**src/rtl/irrigation_display_pkg.sv**
```systemverilog
// irrigation_display_pkg: shared widths, condition encoding and 7-segment glyphs
// Segment vectors are {g,f,e,d,c,b,a} in active-high form, bit0 = a.
package irrigation_display_pkg;

    localparam int SEG_W = 7;

    typedef enum logic [1:0] {
        COND_OFF       = 2'b00,
        COND_DRIP      = 2'b01,
        COND_SPRINKLER = 2'b10,
        COND_FAULT     = 2'b11
    } cond_e;

    localparam logic [SEG_W-1:0] GLYPH_OFF       = 7'b1000000;
    localparam logic [SEG_W-1:0] GLYPH_DRIP      = 7'b1011110;
    localparam logic [SEG_W-1:0] GLYPH_SPRINKLER = 7'b1101101;
    localparam logic [SEG_W-1:0] GLYPH_FAULT     = 7'b1111001;
    localparam logic [SEG_W-1:0] SEG_ALL_ON      = 7'h7F;

endpackage

```
**src/rtl/irrigation_glyph_rom.sv**
```systemverilog
// irrigation_glyph_rom: combinational channel condition to active-high segment decode
// Ports: cond - channel condition; seg - {g,f,e,d,c,b,a} pattern
module irrigation_glyph_rom
    import irrigation_display_pkg::*;
(
    input  cond_e            cond,
    output logic [SEG_W-1:0] seg
);

    assign seg = cond == COND_OFF       ? GLYPH_OFF :
                 cond == COND_DRIP      ? GLYPH_DRIP :
                 cond == COND_SPRINKLER ? GLYPH_SPRINKLER : GLYPH_FAULT;

endmodule

```
**src/rtl/irrigation_display_scanner.sv**
```systemverilog
// irrigation_display_scanner: time-multiplexed 7-segment driver, one digit per irrigation channel
// Ports: clk_i/rst_n_i - clock and async active-low reset; cond_i/alarm_i - per-channel
// condition and alarm, captured into shadows when load_i is high; enable_i - display on;
// lamp_test_i - all segments of the scanned digit on; segments_o/digit_en_o - registered
// display drive (optionally inverted); frame_o - one-cycle pulse when the scan wraps.
module irrigation_display_scanner
    import irrigation_display_pkg::*;
#(
    parameter int NUM_CH         = 4,
    parameter int SCAN_DIV       = 50000,
    parameter int BLINK_DIV      = 25,
    parameter int ACTIVE_LOW_SEG = 0,
    parameter int ACTIVE_LOW_DIG = 0
) (
    input  logic                clk_i,
    input  logic                rst_n_i,
    input  logic [2*NUM_CH-1:0] cond_i,
    input  logic [NUM_CH-1:0]   alarm_i,
    input  logic                load_i,
    input  logic                enable_i,
    input  logic                lamp_test_i,
    output logic [SEG_W-1:0]    segments_o,
    output logic [NUM_CH-1:0]   digit_en_o,
    output logic                frame_o
);

    localparam int CW = $clog2(SCAN_DIV);
    localparam int IW = NUM_CH > 1 ? $clog2(NUM_CH) : 1;
    localparam int FW = BLINK_DIV > 1 ? $clog2(BLINK_DIV) : 1;
    localparam logic [SEG_W-1:0]  SEG_INV = ACTIVE_LOW_SEG != 0 ? '1 : '0;
    localparam logic [NUM_CH-1:0] DIG_INV = ACTIVE_LOW_DIG != 0 ? '1 : '0;

    logic [CW-1:0]       pre;
    logic [IW-1:0]       idx;
    logic [FW-1:0]       fcnt;
    logic                blink;
    logic                frame_q;
    logic                tick;
    logic                wrap;
    logic                blink_flip;
    logic [2*NUM_CH-1:0] sh_cond;
    logic [NUM_CH-1:0]   sh_alarm;
    logic [NUM_CH-1:0]   dig_q;
    logic [NUM_CH-1:0]   dig_d;
    logic [SEG_W-1:0]    seg_q;
    logic [SEG_W-1:0]    seg_d;
    logic [SEG_W-1:0]    glyph;
    cond_e               cur_cond;

    assign tick       = pre == CW'(SCAN_DIV - 1);
    assign wrap       = tick && idx == IW'(NUM_CH - 1);
    assign blink_flip = wrap && fcnt == FW'(BLINK_DIV - 1);
    assign cur_cond   = cond_e'(sh_cond[2*idx +: 2]);

    irrigation_glyph_rom u_rom (
        .cond (cur_cond),
        .seg  (glyph)
    );

    // Next display word is built only from shadows and scan state, so a slot
    // can never show a half-updated channel set.
    always_comb begin
        dig_d = enable_i ? NUM_CH'(1) << idx : '0;
        seg_d = !enable_i                     ? '0 :
                lamp_test_i                   ? SEG_ALL_ON :
                (sh_alarm[idx] && blink)      ? '0 : glyph;
    end

    always_ff @(posedge clk_i or negedge rst_n_i) begin
        if (!rst_n_i) begin
            pre      <= '0;
            idx      <= '0;
            fcnt     <= '0;
            blink    <= 1'b0;
            frame_q  <= 1'b0;
            sh_cond  <= '0;
            sh_alarm <= '0;
            seg_q    <= '0;
            dig_q    <= '0;
        end else begin
            pre     <= tick ? '0 : pre + 1'b1;
            frame_q <= wrap;
            seg_q   <= seg_d;
            dig_q   <= dig_d;
            if (tick)
                idx <= idx == IW'(NUM_CH - 1) ? '0 : idx + 1'b1;
            if (wrap)
                fcnt <= blink_flip ? '0 : fcnt + 1'b1;
            if (blink_flip)
                blink <= ~blink;
            if (load_i) begin
                sh_cond  <= cond_i;
                sh_alarm <= alarm_i;
            end
        end
    end

    // Inverting after the register keeps the reset state "all off" in either polarity.
    assign segments_o = seg_q ^ SEG_INV;
    assign digit_en_o = dig_q ^ DIG_INV;
    assign frame_o    = frame_q;

endmodule

```
**config.mk**
```make
export PLATFORM = sky130hd
export DESIGN_NAME = irrigation_display_scanner
export DESIGN_NICKNAME = d
export VERILOG_FILES = /design/src/rtl/irrigation_display_pkg.sv /design/src/rtl/irrigation_glyph_rom.sv /design/src/rtl/irrigation_display_scanner.sv
export SDC_FILE = /design/constraint.sdc
export NUM_CORES = 1
export LEC_CHECK = 0
export BUFFER_PORTS_ARGS = -buffer_cell sky130_fd_sc_hd__buf_2
export CORE_MARGIN = 1
export CORE_UTILIZATION = 51
export DETAILED_ROUTE_END_ITERATION = 10
export PLACE_DENSITY = 0.75
export SYNTH_ARGS = -nofsm -noshare
export SYNTH_HDL_FRONTEND = slang
export SYNTH_SLANG_ARGS = --single-unit
```
**constraint.sdc**
```tcl
create_clock -name clk_i -period 2 [get_ports clk_i]
set_input_delay 0.2 -clock clk_i [delete_from_list [all_inputs] [get_ports clk_i]]
set_output_delay 0.2 -clock clk_i [all_outputs]
set_load 0.02 [all_outputs]
```
==> results of run 1 <==
[cell families after synthesis]
logic type	count (synthesis)	synth area share
AO/OA/AOI/OAI	17	0.0502
buffers and inverters	14	0.0272
AND/OR/NAND/NOR	55	0.150
flip-flops	47	0.556
adder cells (fa/ha/maj)	10	0.0591
multiplexers	16	0.100
XOR/XNOR	14	0.0579
[per-stage QoR]
step / instance area, sq um / setup slack, ns / utilization
floorplan: 2120 / 0.115 / -
finish: 2510 / 0.0493 / 0.628
detailed placement: 2380 / 0.00901 / 0.594
CTS: 2460 / 0.0186 / 0.615
global route: 2510 / -0.0296 / 0.628
global placement: 2380 / 0.129 / 0.594
[layer usage]
metal / track usage / vias up / wire length (microns)
met4: 0.104 / 0 / 63
li1: - / 690 / -
met2: 0.323 / 32 / 1940
met1: 0.231 / 693 / 1580
met5: 0 / - / 0
met3: 0.0655 / 4 / 167
[what timing repair did]
item                                    CTS  global route
endpoints found under the setup margin    0             5
hold buffers                              1             0
hold endpoints to repair                 23             0
buffers inserted                          0             4
gates resized for setup                   0             8
[sequential cells by signal (all words and copies together) (netlist names)]
name	flops
segments_o	6
sh_cond	8
digit_en_o	4
blink	1
pre	16
idx	2
frame_o	1
sh_alarm	4
fcnt	5
[worst reg2reg max path, delay by kind of cell, from the launching register on]
kind             cells  cell delay [ns]
AO/OA/AOI/OAI        2             0.28
flip-flops           1             0.39
AND/OR/NAND/NOR      2             1.15
[report_power, final]
part           leakage [nW]  internal [mW]  total, mW  switching [mW]
registers             0.602          0.984      0.999          0.0145
clock network        0.0371          0.233      0.515           0.282
logic                 0.526         0.0634      0.132          0.0689
[layout make-up]
type	count	area (sq um)
inverters	11	41.3
flip-flops and latches	47	1180
multi-input cells	112	900
fillers	318	1490
repair buffers	41	260
clock buffers	6	72.6
well taps	50	62.6
[path summary, 6_finish.rpt]
| kind | from | slack (ns) | end | depth (start not counted) |
|---|---|---|---|---|
| max | pre[10]$_DFF_PN0_ | 0.05 | fcnt[3]$_DFFE_PN0P_ | 4 |
| min | alarm_i[3] | 0.14 | sh_alarm[3]$_DFFE_PN0P_ | 2 |
| max reg2reg | pre[10]$_DFF_PN0_ | 0.05 | fcnt[3]$_DFFE_PN0P_ | 4 |
| min reg2reg | pre[0]$_DFF_PN0_ | 0.49 | pre[0]$_DFF_PN0_ | 1 |
| max in group asynchronous | rst_n_i | 1.06 | idx[0]$_DFFE_PN0N_ | 3 |
| min in group asynchronous | rst_n_i | 0.42 | pre[6]$_DFF_PN0_ | 2 |
[cell usage in the layout, fill, tap and decap left out, types with 6 or more instances in the layout]
cell type  count
dfrtp_1       47
buf_2         28
nor2_1        13
mux2_2        12
inv_1         11
ha_1          10
nand3_1        9
xnor2_1        9
buf_4          9
nand4_1        6
nand2_1        6
and2_1         6
==> qor.txt, run 1 <==
status: finished clean
GRT Total Usage: 0.198
Fin Hold WS: 0.136 ns
CP Class: flip-flop to flip-flop
clk slew on worst S/H paths: 0.08 ns
Post-synth EDFFs: 0
Post-Syn Area: 2120 sq um
Core Region: 4000 sq um
area share of the largest cell type after synthesis: 0.556
# rows: 23
most frequent cell on the critical path: or4_4
DRT antenna net count: 0
Yosys reg bits: 47
CP delay by family, top: simple AND/OR/NAND/NOR gates
GPL Wtd Cong: 0.850
cell at the slowest stage of the critical path: or4_4
layout cells sized above 1: 0.309
final wirelength: 3750 microns
Fmax: 513 MHz
Area Growth Syn to Fin: 18.7%
WP buf/inv: 0
full die area: 4410 sq um
vias in the first global route: 1470
Yosys cell types: 31
Post-synth top cells: 47 x dfrtp_1, 13 x nor2_1, 12 x mux2_2, 11 x inv_1, 10 x ha_1
synth top area cells: dfrtp_1 56%, mux2_2 6.4%, ha_1 5.9%
WL per Instance: 14.0 microns
LEAKAGE: 1.17 nW
Top Ports: 29
drt first pass iters: 4
global route overflow: 0
register area share after synthesis: 0.556
minimum clock period: 1.95 ns
DRC viols: 0
Port Buffers: 28
yosys warns: 0
clk sinks: 47
clock skew: 0.00820 ns
post-synthesis cell count: 173
total power: 1.65 mW
post-placement cell count: 256
largest net degree at the start of global routing: 25
synthesized area per cell: 12.2 sq um
TNS Setup: 0 ns
dpl hpwl: 2730 microns
Layout Cells excl Fill: 267
setup violators final: 0
WP data required: 2.17 ns
ANT cells: 0
height of the die: 66.4 microns
asr flop ratio synth: 1.00
final hold violations: 0
ys flop type: dfrtp_1
vias: 1419
CTS tree: done
worst skew pair latency: 0.30 ns
Initial DRC Count: 47
Rel. slew slack: 0.629
max-slew violations: 0
PD cells: 655 nW/um^2
# H-tree levels: 2
post-DR vias/cell: 5.31
Final period util: 0.975
VDD IR max: 544 uV
initial antenna violation count: 0
Final Net Count: 245
Slew @ Worst Pin: 0.556 ns
max_cap viols: 0
Starting Density: 0.529
crit-path max cell delay: 0.58 ns
worst path arrival time: 2.12 ns
syn nets: 200
Critical Path End Type: flip-flop
Synth area leader: dfrtp_1
Hold Crit Class: input pin to flip-flop
CP startpoint kind: flip-flop
RSZ-0062 raised after global routing: yes
crit path cell chain: or4_4 > or4_4 > o21ai_1 > o31ai_2
Die X: 66.4 microns
most frequent cell after synthesis: dfrtp_1
largest fanout on the critical path: 4
first-pass GRT wire length: 6340 microns
Longest Clk Path Bufs: 2
Num CTS Buffers: 5
clock root cell: clkbuf_8
(Power assumes the default switching activity.)
==> inputs of run 2 (changes only) <==
--- a/config.mk
+++ b/config.mk
@@ -6,10 +6,12 @@
 export NUM_CORES = 1
 export LEC_CHECK = 0
 export BUFFER_PORTS_ARGS = -buffer_cell sky130_fd_sc_hd__buf_2
+export CORE_ASPECT_RATIO = 1.5
 export CORE_MARGIN = 1
 export CORE_UTILIZATION = 51
 export DETAILED_ROUTE_END_ITERATION = 10
-export PLACE_DENSITY = 0.75
+export PLACE_DENSITY = 0.74
 export SYNTH_ARGS = -nofsm -noshare
 export SYNTH_HDL_FRONTEND = slang
+export SYNTH_HIERARCHICAL = 1
 export SYNTH_SLANG_ARGS = --single-unit
==> constraint.sdc (replaced) <==
create_clock -name clk_i -period 1.6 [get_ports clk_i]
set_input_delay 0.16 -clock clk_i [delete_from_list [all_inputs] [get_ports clk_i]]
set_output_delay 0.16 -clock clk_i [all_outputs]
set_load 0.02 [all_outputs]
==> qor.txt, run 2 <==
status: finished with violations
violated checks: negative setup slack
yosys warns: 6 (+6)
max_cap viols: 0 (unchanged)
fin area: 2820 sq um (+12%)
Num CTS Buffers: 5 (unchanged)
synthesized area per cell: 12.1 sq um (-0.94%)
setup violators final: 1 (+1)
area share of the largest cell type after synthesis: 0.533 (-0.0228)
GPL Wtd Cong: 0.893 (+5.0%)
Synth area leader: dfrtp_1
reg-to-reg slack, setup: -0.003 ns (-0.05 ns)
Longest Clk Path Bufs: 2 (unchanged)
wire length on met1: 1810 microns (+15%)
dpl hpwl: 3100 microns (+13%)
asr flop ratio synth: 1.00 (unchanged)
Core Region: 4250 sq um (+6.1%)
ys flop type: dfrtp_1
syn nets: 213 (+6.5%)
post-placement cell count: 270 (+5.5%)
Final Net Count: 263 (+7.3%)
Layout Cells excl Fill: 283 (+6.0%)
global route overflow: 0 (unchanged)
full die area: 4700 sq um (+6.4%)
synth top area cells: dfrtp_1 53%, mux2_2 6.0%, ha_1 5.5%
metal3 WL: 129 microns (-23%)
Critical Path End Type: flip-flop
# H-tree levels: 2 (unchanged)
Die X: 56.3 microns (-15%)
GRT Total Usage: 0.196 (-0.00215)
Initial DRC Count: 30 (-36%)
Hold Crit Class: input pin to flip-flop
vias in the first global route: 1607 (+9.3%)
Filler Cell Count: 324 (+1.9%)
VDD IR max: 698 uV (+28%)
max reg flops: 16 (unchanged)
most frequent cells in the layout: 43 x dfrtp_1, 28 x buf_2, 18 x buf_4, 13 x nor2_1, 12 x mux2_2
vias: 1569 (+11%)
minimum clock period: 1.60 ns (-0.348 ns)
Top Ports: 29 (unchanged)
register area share after synthesis: 0.533 (-0.0228)
largest fanout on the critical path: 5 (+1)
Fmax: 624 MHz (+22%)
first-pass GRT wire length: 7180 microns (+13%)
final hold violations: 0 (unchanged)
clk slew on worst S/H paths: 0.09 ns (about the same)
Area Growth Syn to Fin: 24.9%
metal2 WL: 2480 microns (+28%)
clock root cell: clkbuf_8
most common cell after layout, fill and taps aside: dfrtp_1
layout cells sized above 1: 0.426 (+0.117)
total power: 2.25 mW (+37%)
DRC viols: 0 (unchanged)
LEAKAGE: 1.29 nW (+10%)
max-slew violations: 0 (unchanged)
CP Class: flip-flop to flip-flop
Final period util: 1.00 (+0.0263)
WP data required: 1.80 ns (-0.37 ns)
most frequent cell after synthesis: dfrtp_1
Starting Density: 0.531 (+0.00185)
# rows: 29 (+26%)
RSZ-0062 raised after global routing: yes
Most flops, register: pre
final wirelength: 4510 microns (+20%)
clk sinks: 48 (+2.1%)
Yosys cell types: 42 (+35%)
Fin Hold WS: 0.0835 ns (-0.0524 ns)
Post-synth EDFFs: 0 (unchanged)
CP startpoint kind: flip-flop
Setup WS post-layout: -0.00257 ns (-0.0519 ns)
Post-synth top cells: 48 x dfrtp_1, 14 x nor2_1, 12 x inv_1, 12 x mux2_2, 10 x ha_1
Post-DP Area: 2570 sq um (+8.3%)
post-synthesis cell count: 186 (+7.5%)
CTS tree: done
clock skew: 0.0120 ns (+0.00382 ns)
initial antenna violation count: 0 (unchanged)
largest net degree at the start of global routing: 19 (-24%)
Yosys reg bits: 48 (+2.1%)
WL per Instance: 15.9 microns (+14%)
post-DR vias/cell: 5.54 (+4.3%)
worst path arrival time: 1.81 ns (-0.31 ns)
height of the die: 83.4 microns (+26%)
worst skew pair latency: 0.30 ns (about the same)
PD cells: 799 nW/um^2 (+22%)
Port Buffers: 28 (unchanged)
ANT cells: 0 (unchanged)
DRT antenna net count: 0 (unchanged)
pre-CTS WS: -0.0128 ns (-0.0218 ns)
drt first pass iters: 4 (unchanged)
Post-Syn Area: 2250 sq um (+6.5%)
max layer used: met4
run 2: cell count changes in the layout (fill, tap and decap cells not counted), moves of 3 or more:
cell     before  now
o21ai_0       4    7
o21a_1        3    7
dfrtp_1      47   43
ha_1         10    6
ha_4          0    4
buf_4         9   18
xnor2_1       9    5
nand3_1       9    5
dfrtp_2       0    5
nand2_1       6    9
run 2: final timing paths:
check                                       startpoint                      end  cells after the start
worst max-delay path                idx[0]$_DFFE_PN0N_  segments_o[5]$_DFF_PN0_                      5
worst min-delay path                         cond_i[4]   sh_cond[4]$_DFFE_PN0P_                      2
worst max register to register      idx[0]$_DFFE_PN0N_  segments_o[5]$_DFF_PN0_                      5
worst min register to register  sh_cond[7]$_DFFE_PN0P_   sh_cond[7]$_DFFE_PN0P_                      1
max in group asynchronous                      rst_n_i         pre[8]$_DFF_PN0_                      3
min in group asynchronous                      rst_n_i  sh_alarm[1]$_DFFE_PN0P_                      2
run 2: logic make-up after synthesis:
kind of cell,after synthesis,synth area share
compound gates,22,0.0699
xor+xnor,12,0.0466
fa+ha+maj,10,0.0555
buf+inv,18,0.0372
flops,48,0.533
mux,16,0.0943
other cells,1,0.00166
simple gates,59,0.162
run 2: layout make-up:
| type | instances | area (sq um) | share of cell area |
|---|---|---|---|
| well taps | 46 | 57.6 | 0.0204 |
| clock buffers | 6 | 82.6 | 0.0293 |
| clock inverters | 2 | 15.0 | 0.00533 |
| inverters | 12 | 47.5 | 0.0169 |
| repair buffers | 49 | 325 | 0.116 |
| flip-flops and latches | 48 | 1210 | 0.429 |
| multi-input cells | 120 | 1080 | 0.384 |
run 2: per-stage QoR:
step | utilization | TNS (ns)
2_1_floorplan | - | -0.0236
4_1_cts | 0.638 | 0
3_3_place_gp | 0.606 | 0
5_1_grt | 0.663 | -0.239
6_report | 0.663 | -0.00257
3_5_place_dp | 0.606 | -0.0601
run 2: what timing repair did:
| item | 4_1_cts | 5_1_grt |
|---|---|---|
| resized for setup | 5 | 19 |
| endpoints found under the hold margin | 15 | 0 |
| pin swaps | 0 | 3 |
| hold buffers | 1 | 0 |
| endpoints found under the setup margin | 19 | 18 |
| setup buffers | 1 | 3 |
run 2: per-layer routing:
metal | track usage | up-vias
li1 | - | 739
met1 | 0.224 | 785
met2 | 0.351 | 35
met3 | 0.0421 | 10
met4 | 0.0754 | 0
met5 | 0 | -
run 2: power by group:
part | internal [mW] | total, mW | leakage [nW] | switching [mW]
Sequential | 1.26 | 1.28 | 0.608 | 0.0188
Combinational | 0.103 | 0.214 | 0.635 | 0.110
Clock | 0.350 | 0.760 | 0.0434 | 0.410
run 2: worst max-delay path, stage by stage (launching register included):
cell and delay (ns):
dfrtp_2 0.46, mux4_2 0.57, inv_4 0.10, ha_4 0.15
nor2_4 0.04, o21a_1 0.17
==> inputs of run 3 (changes only) <==
--- a/config.mk
+++ b/config.mk
@@ -11,6 +11,8 @@
 export CORE_UTILIZATION = 51
 export DETAILED_ROUTE_END_ITERATION = 10
 export PLACE_DENSITY = 0.74
+export REMOVE_ABC_BUFFERS = 1
+export SETUP_SLACK_MARGIN = 0.2
 export SYNTH_ARGS = -nofsm -noshare
 export SYNTH_HDL_FRONTEND = slang
 export SYNTH_HIERARCHICAL = 1
==> qor.txt, run 3 (same netlist as run 2, synthesis figures left out) <==
clk sinks: 48 (unchanged)
clk slew on worst S/H paths: 0.09 ns (about the same)
# rows: 29 (unchanged)
worst path arrival time: 1.78 ns (-0.03 ns)
WP data required: 1.79 ns (about the same)
hold depth: 2 (unchanged)
crit path cell chain: nor4b_4 > and4_4 > buf_8 > nand2b_1 > mux2i_1
Hold Crit Class: input pin to flip-flop
worst skew pair latency: 0.30 ns (about the same)
DRT antenna net count: 0 (unchanged)
Top Ports: 29 (unchanged)
RSZ-0062 raised after global routing: yes
Core Region: 4250 sq um (unchanged)
clock root cell: clkbuf_8
register area: 1210 sq um (+0.10%)
Critical Path End Type: flip-flop
global route overflow: 0 (unchanged)
setup violators final: 0 (-1)
Most flops, register: pre
vias in the first global route: 1640 (+2.1%)
TNS Setup: 0 ns (+0.00257 ns)
Slew @ Worst Pin: 0.534 ns
total power: 2.36 mW (+4.8%)
Num CTS Buffers: 5 (unchanged)
cell at the slowest stage of the critical path: dfrtp_2
final wirelength: 4680 microns (+3.8%)
Final Net Count: 273 (+3.8%)
LEAKAGE: 1.37 nW (+6.7%)
max reg flops: 16 (unchanged)
GRT Total Usage: 0.204 (+0.00751)
post-DR vias/cell: 5.46 (-1.5%)
FF-to-FF path depth: 5 (unchanged)
GPL Wtd Cong: 0.833 (-6.7%)
max-slew violations: 0 (unchanged)
Longest Clk Path Bufs: 2 (unchanged)
Starting Density: 0.531 (unchanged)
VDD IR max: 771 uV (+10%)
initial antenna violation count: 0 (unchanged)
Area Growth Syn to Fin: 33.6%
pre-CTS WS: -0.0492 ns (-0.0364 ns)
Multi-input gate area: 1160 sq um (+7.6%)
Port Buffers: 28 (unchanged)
CTS tree: done
CP startpoint kind: flip-flop
drt first pass iters: 4 (unchanged)
ANT cells: 0 (unchanged)
Final period util: 0.993 (-0.00893)
full die area: 4700 sq um (unchanged)
fin area: 3010 sq um (+6.9%)
final hold violations: 0 (unchanged)
DRC viols: 0 (unchanged)
crit-path max cell delay: 0.46 ns (-0.11 ns)
dpl hpwl: 2910 microns (-6.2%)
Initial DRC Count: 76 (+150%)
Fmax: 630 MHz (+0.90%)
minimum clock period: 1.59 ns (-0.0143 ns)
status: finished clean
max_cap viols: 0 (unchanged)
Final Util: 0.709 (+0.0460)
Rel. slew slack: 0.644
clock skew: 0.0135 ns (+0.00153 ns)
height of the die: 83.4 microns (unchanged)
Die X: 56.3 microns (unchanged)
vias: 1600 (+2.0%)
CP Class: flip-flop to flip-flop
largest fanout on the critical path: 6 (+1)
first-pass GRT wire length: 7430 microns (+3.5%)
largest net degree at the start of global routing: 24 (+5)
layout cells sized above 1: 0.522 (+0.0961)
Filler Cell Count: 281 (-13%)
PD cells: 783 nW/um^2 (-2.0%)
most common cell after layout, fill and taps aside: dfrtp_1
Setup WS post-layout: 0.0117 ns (+0.0143 ns)
Post-DP Area: 2550 sq um (-0.73%)
# H-tree levels: 2 (unchanged)
most frequent cells in the layout: 42 x dfrtp_1, 28 x buf_2, 20 x buf_4, 12 x mux2_2, 10 x inv_1
WL per Instance: 16.0 microns (+0.27%)
-- run 3: final timing paths --
| check | slack [ns] | endpoint | from |
|---|---|---|---|
| worst max-delay path | 0.01 | pre[14]$_DFF_PN0_ | pre[7]$_DFF_PN0_ |
| worst min-delay path | 0.09 | sh_cond[0]$_DFFE_PN0P_ | cond_i[0] |
| worst max register to register | 0.01 | pre[14]$_DFF_PN0_ | pre[7]$_DFF_PN0_ |
| worst min register to register | 0.49 | fcnt[4]$_DFFE_PN0P_ | fcnt[4]$_DFFE_PN0P_ |
| max in group asynchronous | 0.70 | sh_cond[3]$_DFFE_PN0P_ | rst_n_i |
| min in group asynchronous | 0.38 | segments_o[4]$_DFF_PN0_ | rst_n_i |
-- run 3: layout make-up --
class                      instances  share of cell area
inverter                          12              0.0150
clock inverter                     2              0.0116
sequential                        48               0.401
multi-input combinational        120               0.386
clock buffer                       6              0.0241
timing repair buffer              59               0.143
tap                               46              0.0191
-- run 3: stage by stage --
| stage | std cells | hold slack (ns) |
|---|---|---|
| 3_3_place_gp | 271 | 0.157 |
| 2_1_floorplan | 180 | -0.136 |
| 6_report | 293 | 0.0883 |
| 5_1_grt | 293 | 0.0850 |
| 3_5_place_dp | 271 | 0.161 |
| 4_1_cts | 289 | 0.0893 |
-- run 3: worst max-delay path: cells and delay by family, from the launching register on --
family	cells	cell delay (ns)
AND/OR/NAND/NOR	3	0.80
flip-flops	1	0.46
buffers and inverters	1	0.14
multiplexers	1	0.07
-- run 3: per-layer routing --
layer,routed length (microns),GRT usage
met5,0,0
met2,2520,0.360
met3,147,0.0389
met1,1920,0.240
met4,94,0.0776
-- run 3: what timing repair did --
item                       CTS  global route
gates resized for setup     42            28
pin swaps                   18            10
setup endpoints to repair   25            26
hold buffers                 1             0
hold endpoints to repair    21             0
buffers inserted             9             4
-- run 3: report_power, final --
group          total [mW]  switching [mW]  internal [mW]  leakage (nW)
Sequential           1.28          0.0186           1.26         0.607
Combinational       0.222           0.113          0.109         0.710
Clock               0.861           0.397          0.464        0.0552
